==> src/rtl/serial_tx_pkg.sv <==
// Shared types and line levels for the serial frame transmitter.
package serial_tx_pkg;

    typedef enum logic [2:0] {IDLE, START, DATA, PARITY, STOP} tx_state_t;

    localparam logic LINE_IDLE = 1'b1;
    localparam logic START_LVL = 1'b0;
    localparam logic STOP_LVL  = 1'b1;

endpackage

==> src/rtl/bit_timer.sv <==
// Bit-period counter: tick marks the last clock of each bit, pre_tick the clock before it.
module bit_timer #(
    parameter int BIT_CYC = 1
) (
    input  logic clk,
    input  logic rst_n,
    input  logic en,
    input  logic clr,
    output logic tick,
    output logic pre_tick
);

    localparam int CW = (BIT_CYC > 1) ? $clog2(BIT_CYC) : 1;

    logic [CW-1:0] r_cnt;
    logic          w_atEnd;

    assign w_atEnd  = (r_cnt == CW'(BIT_CYC - 1));
    assign tick     = en && w_atEnd;
    // pre_tick lets the frame logic raise frame_done exactly in the final clock of a bit
    assign pre_tick = (BIT_CYC > 1) && en && (r_cnt == CW'(BIT_CYC - 2));

    always_ff @(posedge clk or negedge rst_n) begin
        if (!rst_n) begin
            r_cnt <= '0;
        end else if (clr || !en || w_atEnd) begin
            r_cnt <= '0;
        end else begin
            r_cnt <= r_cnt + CW'(1);
        end
    end

endmodule

==> src/rtl/serial_frame_tx.sv <==
// Serial frame transmitter: start bit, LSB-first data, optional even parity, stop bits.
import serial_tx_pkg::*;

module serial_frame_tx #(
    parameter int DATA_W    = 8,
    parameter int PARITY_EN = 1,
    parameter int STOP_BITS = 1,
    parameter int BIT_CYC   = 1
) (
    input  logic              clk,
    input  logic              rst_n,
    input  logic [DATA_W-1:0] din,
    input  logic              din_valid,
    output logic              din_ready,
    output logic              tx_bit,
    output logic              tx_active,
    output logic              frame_done
);

    localparam int DIW = (DATA_W > 1) ? $clog2(DATA_W) : 1;
    localparam int SIW = 1;

    tx_state_t         r_state, w_nextState;
    logic [DATA_W-1:0] r_shift, w_nextShift, w_shifted;
    logic [DIW-1:0]    r_dataIdx, w_nextDataIdx;
    logic [SIW-1:0]    r_stopIdx, w_nextStopIdx;
    logic              r_parity;
    logic              r_txBit, w_nextTxBit;
    logic              r_txActive, r_frameDone, r_dinReady;
    logic              w_handshake, w_tick, w_preTick, w_nextTick, w_nextDone;

    assign w_handshake = din_valid && r_dinReady;
    assign w_shifted   = r_shift >> 1;

    bit_timer #(.BIT_CYC(BIT_CYC)) u_timer (
        .clk      (clk),
        .rst_n    (rst_n),
        .en       (r_state != IDLE),
        .clr      (w_handshake),
        .tick     (w_tick),
        .pre_tick (w_preTick)
    );

    always_comb begin
        w_nextState   = r_state;
        w_nextShift   = r_shift;
        w_nextDataIdx = r_dataIdx;
        w_nextStopIdx = r_stopIdx;
        w_nextTxBit   = r_txBit;
        case (r_state)
            IDLE: begin
                w_nextTxBit = LINE_IDLE;
                if (w_handshake) begin
                    w_nextState = START;
                    w_nextShift = din;
                    w_nextTxBit = START_LVL;
                end
            end
            START: begin
                if (w_tick) begin
                    w_nextState   = DATA;
                    w_nextDataIdx = '0;
                    w_nextTxBit   = r_shift[0];
                end
            end
            DATA: begin
                if (w_tick) begin
                    w_nextShift = w_shifted;
                    if (r_dataIdx == DIW'(DATA_W - 1)) begin
                        if (PARITY_EN != 0) begin
                            w_nextState = PARITY;
                            w_nextTxBit = r_parity;
                        end else begin
                            w_nextState   = STOP;
                            w_nextStopIdx = '0;
                            w_nextTxBit   = STOP_LVL;
                        end
                    end else begin
                        w_nextDataIdx = r_dataIdx + DIW'(1);
                        w_nextTxBit   = w_shifted[0];
                    end
                end
            end
            PARITY: begin
                if (w_tick) begin
                    w_nextState   = STOP;
                    w_nextStopIdx = '0;
                    w_nextTxBit   = STOP_LVL;
                end
            end
            STOP: begin
                if (w_tick) begin
                    if (r_stopIdx == SIW'(STOP_BITS - 1)) begin
                        w_nextState = IDLE;
                        w_nextTxBit = LINE_IDLE;
                    end else begin
                        w_nextStopIdx = r_stopIdx + SIW'(1);
                    end
                end
            end
            default: begin
                w_nextState = IDLE;
                w_nextTxBit = LINE_IDLE;
            end
        endcase
    end

    // Outputs are registered, so frame_done is raised one edge early: when the coming clock is the last of the last stop bit
    assign w_nextTick = (BIT_CYC == 1) || (w_preTick && !w_tick);
    assign w_nextDone = (w_nextState == STOP) && (w_nextStopIdx == SIW'(STOP_BITS - 1)) && w_nextTick;

    always_ff @(posedge clk or negedge rst_n) begin
        if (!rst_n) begin
            r_state     <= IDLE;
            r_shift     <= '0;
            r_dataIdx   <= '0;
            r_stopIdx   <= '0;
            r_parity    <= 1'b0;
            r_txBit     <= LINE_IDLE;
            r_txActive  <= 1'b0;
            r_frameDone <= 1'b0;
            r_dinReady  <= 1'b1;
        end else begin
            r_state     <= w_nextState;
            r_shift     <= w_nextShift;
            r_dataIdx   <= w_nextDataIdx;
            r_stopIdx   <= w_nextStopIdx;
            r_txBit     <= w_nextTxBit;
            r_txActive  <= (w_nextState != IDLE);
            r_frameDone <= w_nextDone;
            r_dinReady  <= (w_nextState == IDLE);
            if (w_handshake) begin
                r_parity <= ^din;
            end
        end
    end

    assign din_ready  = r_dinReady;
    assign tx_bit     = r_txBit;
    assign tx_active  = r_txActive;
    assign frame_done = r_frameDone;

endmodule

==> config.mk <==
export PLATFORM = sky130hd
export DESIGN_NAME = serial_frame_tx
export DESIGN_NICKNAME = d
export VERILOG_FILES = /design/src/rtl/serial_tx_pkg.sv /design/src/rtl/bit_timer.sv /design/src/rtl/serial_frame_tx.sv
export SDC_FILE = /design/constraint.sdc
export NUM_CORES = 1
export LEC_CHECK = 0
export CAP_MARGIN = 20
export CORE_MARGIN = 10
export CORE_UTILIZATION = 35
export CTS_BUF_LIST = sky130_fd_sc_hd__clkbuf_8
export DETAILED_ROUTE_END_ITERATION = 6
export GPL_TIMING_DRIVEN = 0
export HOLD_SLACK_MARGIN = 0.05
export PLACE_DENSITY = 0.61
export SLEW_MARGIN = 10
export SYNTH_ARGS = -nofsm -noshare
export SYNTH_HDL_FRONTEND = slang
export SYNTH_SLANG_ARGS = --single-unit
==> constraint.sdc <==
create_clock -name clk -period 1.65 [get_ports clk]
set_clock_uncertainty 0.05 [all_clocks]
set_input_delay 0.2475 -clock clk [delete_from_list [all_inputs] [get_ports clk]]
set_output_delay 0.2475 -clock clk [all_outputs]
set_load 0.05 [all_outputs]
# Word-level counts from Yosys, hierarchy flattened
# Index checks and enable logic that the tools add are counted.
[totals] reg_bits=21 latchBits=0 ram_bits=0 mem_bits_ro=0 inputBits=11 output_inout_bits=4 wordCells=72 n_memories=0
[op_classes] addsub=3 n_mul=0 n_div=0 order_cmp=0 n_eq_ne=13 shift=0 mux=28 n_bitwise=2 reduce_logical=16
[op_table] op="3-bit two-way mux" n=10
[op_table] op="8-bit two-way mux" n=2
[op_table] op="8-bit one-hot mux with 2 select lines" n=1
[op_table] op="3-bit one-hot mux with 5 select lines" n=1
[op_table] op="1-bit two-way mux" n=11
[op_table] op="2-bit by 1-bit inequality test with 1-bit output, second input constant" n=5
[op_table] op="3-bit == test, second input constant" n=3
[op_table] op="8-bit XOR reduction" n=1
[op_table] op="3-bit by 2-bit == test with 1-bit output, second input constant" n=2
[op_table] op="3-bit logical NOT" n=2
[op_table] op="3-bit one-hot mux with 2 select lines" n=1
[op_table] op="3-bit nonzero test" n=2
[op_table] op="1-bit one-hot mux with 5 select lines" n=1
[op_table] op="5-bit AND reduction" n=1
[op_table] op="2-bit inequality test, second input constant" n=2
[op_table] op="4-bit AND reduction" n=1
[op_table] op="2-bit nonzero test" n=2
[op_table] op="3-bit by 1-bit adder with 3-bit output, second input constant" n=1
[op_table] op="3-bit by 1-bit == test with 1-bit output, second input constant" n=1
[op_table] op="1-bit logical AND" n=3
[op_table] op="3-bit AND reduction" n=1
[op_table] op="1-bit adder, second input constant" n=2
[op_table] op="1-bit logical OR" n=2
[op_table] op="1-bit inverter" n=2
[op_table] op="2 further kinds" n=2

# Logic depth before layout (Yosys ltp)
# Gate-level depths: netlist (run 1).
[logic_depth] word_depth=6 mapped_depth=6

# Modules after synthesis
# Synthesis (run 1) repeated with hierarchy kept, for this count alone.
[hier_totals] hier_cells=104 hier_area_um2=1123.6
[by_module_without_submodules] module="serial_frame_tx" instances=1 cells_per_inst=100 area_per_inst_um2=1073.5 seq_area_each_um2=503.0
[by_module_without_submodules] module="bit_timer" instances=1 cells_per_inst=4 area_per_inst_um2=50.0 seq_area_each_um2=25.0

# Least setup slack after synthesis (run 1)
# Ideal clock, no wire load.
[synth_path] path_kind="register to register" from="reg r_dinReady (netlist: din_ready)" to="reg r_shift[1]" setup_ns=0.119 arrival_ns=1.406 required_time_ns=1.481 setup_slack_ns=0.075 stages_incl_launch_ff=6 period_less_slack_ns=1.575 path_cell_list="dfstp_2 nand3b_4 a211o_2 buf_6 nand2_1 o21ai_2"
[synth_via] elab_chain_len=3
[synth_lines] item="start: declaration" line="serial_frame_tx.sv:29" source="logic r_txActive, r_frameDone, r_dinReady;"
[synth_lines] item="start signal: assignment" line="serial_frame_tx.sv:131" source="r_dinReady <= (w_nextState == IDLE);"
[synth_lines] item="1-bit logical AND" line="serial_frame_tx.sv:32" source="assign w_handshake = din_valid && r_dinReady;"
[synth_lines] item="2-bit by 1-bit inequality test with 1-bit output (no line)"
[synth_lines] item="3-bit AND reduction (no line)"
[synth_lines] item="end signal: assignment" line="serial_frame_tx.sv:125" source="r_shift <= w_nextShift;"
[synth_lines] item="end: declaration" line="serial_frame_tx.sv:24" source="logic [DATA_W-1:0] r_shift, w_nextShift, w_shifted;"
# No other way between the ends.
# A chain may end at the register's enable or synchronous reset.

# Worst setup path in the final report (run 1)
[layout_path] from="reg r_txBit (netlist: tx_bit)" to="out tx_bit"
[layout_lines] item="start: declaration" line="serial_frame_tx.sv:28" source="logic r_txBit, w_nextTxBit;"
[layout_lines] item="start signal: assignment" line="serial_frame_tx.sv:128" source="r_txBit <= w_nextTxBit;"
[layout_lines] item="end: declaration" line="serial_frame_tx.sv:15" source="output logic tx_bit,"
# No word-level cell between the ends.

==> results of run 1 <==
[flip-flops by register name (all words and copies together) (netlist names)]
| name | count |
|---|---|
| r_parity | 1 |
| r_stopIdx | 1 |
| din_ready | 1 |
| r_state | 3 |
| r_dataIdx | 3 |
| r_shift | 8 |
| u_timer.r_cnt | 1 |
| tx_bit | 1 |
| tx_active | 1 |
| frame_done | 1 |
[synth_stat cells, types with 2 or more instances]
master	n
buf_6	2
nand2_1	17
nor2_1	3
nor3_1	2
o21ai_1	8
o21ai_2	2
o21ai_0	3
buf_2	3
a21oi_1	4
dfstp_2	2
dfrtp_1	19
ha_1	2
mux2i_1	8
nor3b_1	3
xnor2_1	8
[routing by layer]
| metal | vias up | part of all wire, % |
|---|---|---|
| met5 | - | 0 |
| met4 | 0 | 0.43 |
| met3 | 2 | 4.1 |
| met2 | 14 | 46 |
| met1 | 370 | 49 |
| li1 | 407 | - |
[layout make-up]
type,count,area [µm²]
Sequential cell,21,528
Buffer,6,45.0
Multi-Input combinational cell,79,561
Fill cell,326,1670
Clock buffer,3,41.3
Tap cell,44,55.1
Clock inverter,1,7.51
Timing Repair Buffer,15,145
[path summary, 6_finish.rpt]
kind,start,end,slack (ns),cells after the start
min in group asynchronous,rst_n,frame_done,0.45,1
setup reg to reg,r_state[1],r_shift[1],0.13,6
setup / recovery,tx_bit,tx_bit,0.04,1
hold / removal,r_parity,r_parity,0.44,2
max in group asynchronous,rst_n,r_shift[2],0.53,1
hold reg to reg,r_parity,r_parity,0.44,2
[report_power, final]
group	internal (mW)	switching [mW]
Clock	0.170	0.174
Sequential	0.739	0.122
Combinational	0.546	0.701
[timing repair]
item / in CTS / in global routing
setup buffers: 0 / 1
setup endpoints to repair: 4 / 5
pin swaps: 0 / 0
gates resized for setup: 6 / 3
[cells in the final DEF (no fill, tap or decap), types with 2 or more instances in the layout]
master / n
clkbuf_8: 3
nor2_1: 3
xnor2_1: 8
mux2i_1: 8
clkdlybuf4s50_1: 10
a21oi_1: 4
nor3b_1: 2
o21ai_2: 3
buf_2: 3
buf_4: 2
dfstp_2: 2
o21ai_1: 7
o21ai_0: 3
buf_6: 2
nand2_1: 17
dlygate4sd2_1: 3
dfrtp_1: 19
nor3_1: 2
[logic make-up after synthesis]
family | after synthesis
and+or+nand+nor | 36
adders and majority gates | 2
xor gates and xnor gates | 8
other | 1
DFF | 21
muxes | 8
AOI/OAI and AO/OA | 24
buffers and inverters | 6
[stage by stage]
step	area (µm²)	TNS (ns)	utilization (%)
floorplan	1120	0	-
global placement	1320	-0.562	43.2
detailed placement	1320	-0.586	43.2
CTS	1360	0	44.7
global route	1380	0	45.3
finish	1380	0	45.3
==> impl_metrics.env, run 1 <==
export IMPL_crit_path_max_incr_delay_ns=0.53
export IMPL_use_met2_pct=11.8
export IMPL_yosys_mux_area_fraction_pct=7.13
export IMPL_synth_simple_area_share_pct=18.1
export IMPL_setup_viol_count_final=0
export IMPL_via_per_inst=4.69
export IMPL_ir_drop_mv=0.678
export IMPL_synth_compound_area_share_pct=14.9
export IMPL_power_mw=2.45
export IMPL_period_share_pct=97.4
export IMPL_crit_path_end_kind="output pin"
export IMPL_grt_usage_pct=7.45
export IMPL_syn_area_um2=1120
export IMPL_crit_path_start_kind="flip-flop"
export IMPL_yosysSeqAreaShare_pct=47.0
export IMPL_async_flop_share_pct=100
export IMPL_holdBufCountCts=0
export IMPL_die_height_um=76.6
export IMPL_grt_max_degree=22
export IMPL_slew_viol_final=0
export IMPL_rsz0062_at_grt="false"
export IMPL_first_pass_iters=4
export IMPL_synth_xor_area_share_pct=6.24
export IMPL_synth_top_area_cell="dfrtp_1"
export IMPL_synth_edf_count=0
export IMPL_final_cell_count_no_fill=169
export IMPL_cp_cell_sequence="dlygate4sd2_1"
export IMPL_routed_wl_um=2080
export IMPL_met1_usage_pct=9.23
export IMPL_drv_cap=0
export IMPL_cp_arrival_ns=1.31
export IMPL_ioPinCount=15
export IMPL_die_w_um=76.6
export IMPL_ys_warn_count=0
export IMPL_cts_buffers=3
export IMPL_core_area_um2=3050
export IMPL_port_buffers=14
export IMPL_syn_nets=119
export IMPL_synth_cells=106
export IMPL_ys_flop_type="dfrtp_1"
export IMPL_worst_path_max_fanout=2
export IMPL_yosys_top_cells_area="dfrtp_1 42%, mux2i_1 7.1%, xnor2_1 6.2%"
export IMPL_slew_headroom_pct=38.3
export IMPL_routabilityCongestion=0.761
export IMPL_setup_ws_ns=0.0435
export IMPL_syn_area_per_cell_um2=10.6
export IMPL_vias=793
export IMPL_fmax_mhz=622
export IMPL_drive_gt1_share_pct=22.4
export IMPL_grt_ovfl_total=0
export IMPL_post_drt_wl_per_cell_um=12.3
export IMPL_yosysTopAreaCellShare_pct=42.4
export IMPL_dpl_cell_count=164
export IMPL_ant_nets=0
export IMPL_grt_antenna_before_repair=0
export IMPL_cts_tree="built"
export IMPL_hold_class="reg2reg"
export IMPL_diodes=0
export IMPL_clk_latency_ns=0.26
export IMPL_drtIter0Drc=20
export IMPL_cts_buffer_depth=2
export IMPL_syn2layout_area_growth_pct=23.2
export IMPL_cellPowerDensity_nw_per_um2=1770
export IMPL_status="finished clean"
export IMPL_drc=0
export IMPL_leakage_nw=0.605
export IMPL_post_place_ws_ns=-0.0752
export IMPL_path_clk_slew_ns=0.07
export IMPL_synth_top_family_by_area="simple AND/OR/NAND/NOR gates"
export IMPL_clkSinkCount=21
export IMPL_dp_hpwl_um=1600
export IMPL_crit_type="reg2out"
export IMPL_die_area_um2=5870
export IMPL_cts_root_buf="clkbuf_8"
export IMPL_hold_slack_ns=0.440
export IMPL_hold_viol_final=0
export IMPL_synth_seq_cells=21
export IMPL_rows=20
export IMPL_critPathSlowestCell="dfstp_2"
export IMPL_grt_first_pass_wirelength_um=3700
export IMPL_use_met3_pct=2.24
export IMPL_initial_core_util_pct=36.8
export IMPL_worstPathRequired_ns=1.35
export IMPL_busiest_layer="met2"
export IMPL_nets=139
export IMPL_grt_pass1_vias=839
export IMPL_tightest_slew_ns=0.922
export IMPL_critPathBufInv=1
export IMPL_crit_family="flip-flops"
export IMPL_htree_levels=1
export IMPL_period_minus_slack_ns=1.61
export IMPL_synthAdderAreaFrac_pct=2.23
export IMPL_ys_types=35
No activity file was read; power rests on OpenSTA's default activity.
==> inputs of run 2 (changes only) <==
SKIP_LAST_GASP = 1   (was unset)
==> impl_metrics.env, run 2 (synthesis gave the netlist of run 1 again) <==
export IMPL_cp_cell_sequence="dlygate4sd2_1"
export IMPL_intPower_mw=1.45
export IMPL_reg_largest_list="r_shift x8, r_dataIdx x3, r_state x3"
export IMPL_diodes=0
export IMPL_crit_family="flip-flops"
export IMPL_grt_pass1_vias=839
export IMPL_grt_first_pass_wirelength_um=3700
export IMPL_ir_drop_mv=0.675
export IMPL_period_share_pct=97.5
export IMPL_status="finished clean"
export IMPL_final_cell_count_no_fill=169
export IMPL_post_drt_wl_per_cell_um=12.3
export IMPL_cts_tree="built"
export IMPL_crit_path_end_kind="output pin"
export IMPL_first_pass_iters=2
export IMPL_core_area_um2=3050
export IMPL_dp_hpwl_um=1600
export IMPL_holdBufCountCts=0
export IMPL_clkSinkCount=21
export IMPL_power_switching_mw=0.993
export IMPL_rsz0062_at_grt="false"
export IMPL_vias=795
export IMPL_drv_cap=0
export IMPL_slew_headroom_pct=38.1
export IMPL_rows=20
export IMPL_tightest_slew_ns=0.926
export IMPL_leakage_nw=0.604
export IMPL_post_place_ws_ns=-0.0752
export IMPL_drc=0
export IMPL_worst_path_max_fanout=2
export IMPL_crit_path_start_kind="flip-flop"
export IMPL_crit_type="reg2out"
export IMPL_nets=139
export IMPL_initial_core_util_pct=36.8
export IMPL_fin_tns_setup_ns=0
export IMPL_switching_share_pct=40.7
export IMPL_cp_arrival_ns=1.31
export IMPL_cts_root_buf="clkbuf_8"
export IMPL_final_cell_mix="19 x dfrtp_1, 17 x nand2_1, 10 x clkdlybuf4s50_1"
export IMPL_final_util_pct=45.1
export IMPL_htree_levels=1
export IMPL_die_area_um2=5870
export IMPL_setup_viol_count_final=0
export IMPL_regMostFlops="r_shift"
export IMPL_routed_wl_um=2080
export IMPL_via_per_inst=4.70
export IMPL_crit_path_max_incr_delay_ns=0.53
export IMPL_largest_reg_flops=8
export IMPL_pwr_share_seq_pct=35.2
export IMPL_fmax_mhz=622
export IMPL_setup_ws_ns=0.0419
export IMPL_die_w_um=76.6
export IMPL_dpl_cell_count=164
export IMPL_grt_max_degree=22
export IMPL_path_clk_slew_ns=0.07
export IMPL_port_buffers=14
export IMPL_routabilityCongestion=0.761
export IMPL_ant_nets=0
export IMPL_drive_gt1_share_pct=22.4
export IMPL_cellPowerDensity_nw_per_um2=1770
export IMPL_grt_usage_pct=7.45
export IMPL_clockPowerShare_pct=14.1
export IMPL_grt_ovfl_total=0
export IMPL_layout_commonest_cell="dfrtp_1"
export IMPL_grt_antenna_before_repair=0
export IMPL_ioPinCount=15
export IMPL_die_height_um=76.6
export IMPL_combPwrFrac_pct=50.7
export IMPL_cts_buffer_depth=2
export IMPL_worstPathRequired_ns=1.35
export IMPL_syn2layout_area_growth_pct=22.6
export IMPL_hold_slack_ns=0.439
export IMPL_clk_latency_ns=0.26
export IMPL_hold_viol_final=0
export IMPL_hold_class="reg2reg"
export IMPL_period_minus_slack_ns=1.61
export IMPL_cts_buffers=3
export IMPL_critPathSlowestCell="dfstp_2"
export IMPL_critPathBufInv=1
export IMPL_drtIter0Drc=19
export IMPL_slew_viol_final=0
[run 2: final timing paths]
path | startpoint | endpoint | slack (ns) | depth (start not counted)
max | tx_bit | tx_bit | 0.04 | 1
min | r_parity | r_parity | 0.44 | 2
max reg2reg | r_state[1] | r_shift[1] | 0.13 | 6
min reg2reg | r_parity | r_parity | 0.44 | 2
max in group asynchronous | rst_n | r_shift[2] | 0.53 | 1
min in group asynchronous | rst_n | frame_done | 0.45 | 1
[run 2: per-stage QoR]
step	power [mW]	cell area, µm²
floorplan	1.83	1120
CTS	2.45	1360
detailed placement	2.13	1320
global placement	2.10	1320
finish	2.44	1380
global route	2.66	1380
[run 2: power groups by stage]
stage,combinational (mW),clock [mW],sequential (mW)
after floorplan,0.830,0,1.00
after global placement,1.23,0,0.872
after detailed placement,1.25,0,0.880
after CTS,1.22,0.366,0.868
after global routing,1.39,0.383,0.892
final,1.24,0.344,0.860
[run 2: layout make-up]
class / instances / area (µm²)
Fill cell: 327 / 1680
Tap cell: 44 / 55.1
Multi-Input combinational cell: 79 / 561
Sequential cell: 21 / 528
Clock inverter: 1 / 7.51
Clock buffer: 3 / 41.3
Buffer: 6 / 45.0
Timing Repair Buffer: 15 / 139
[run 2: routing by layer]
metal  global-route usage, %  vias to the layer above  wire, µm
li1                        -                      403         -
met1                    9.23                      372      1030
met2                    11.8                       16       950
met3                    2.24                        4        82
met4                    2.79                        0        21
met5                       0                        -         0
[run 2: worst min-delay path: stages (launching register included)]
cell	delay (ns)
dfrtp_1	0.35
nand2_1	0.05
o21ai_0	0.06
[run 2: timing repair]
action                                  CTS  global route
gates resized for setup                   4             5
endpoints found under the setup margin    4             6
setup buffers                             0             1
gates cloned                              0             0
==> inputs of run 3 (changes only) <==
CTS_CLUSTER_DIAMETER = 40   (was unset)
==> results of run 3 <==
Same layout as run 2: the final DEF is identical, and so are final timing and power.
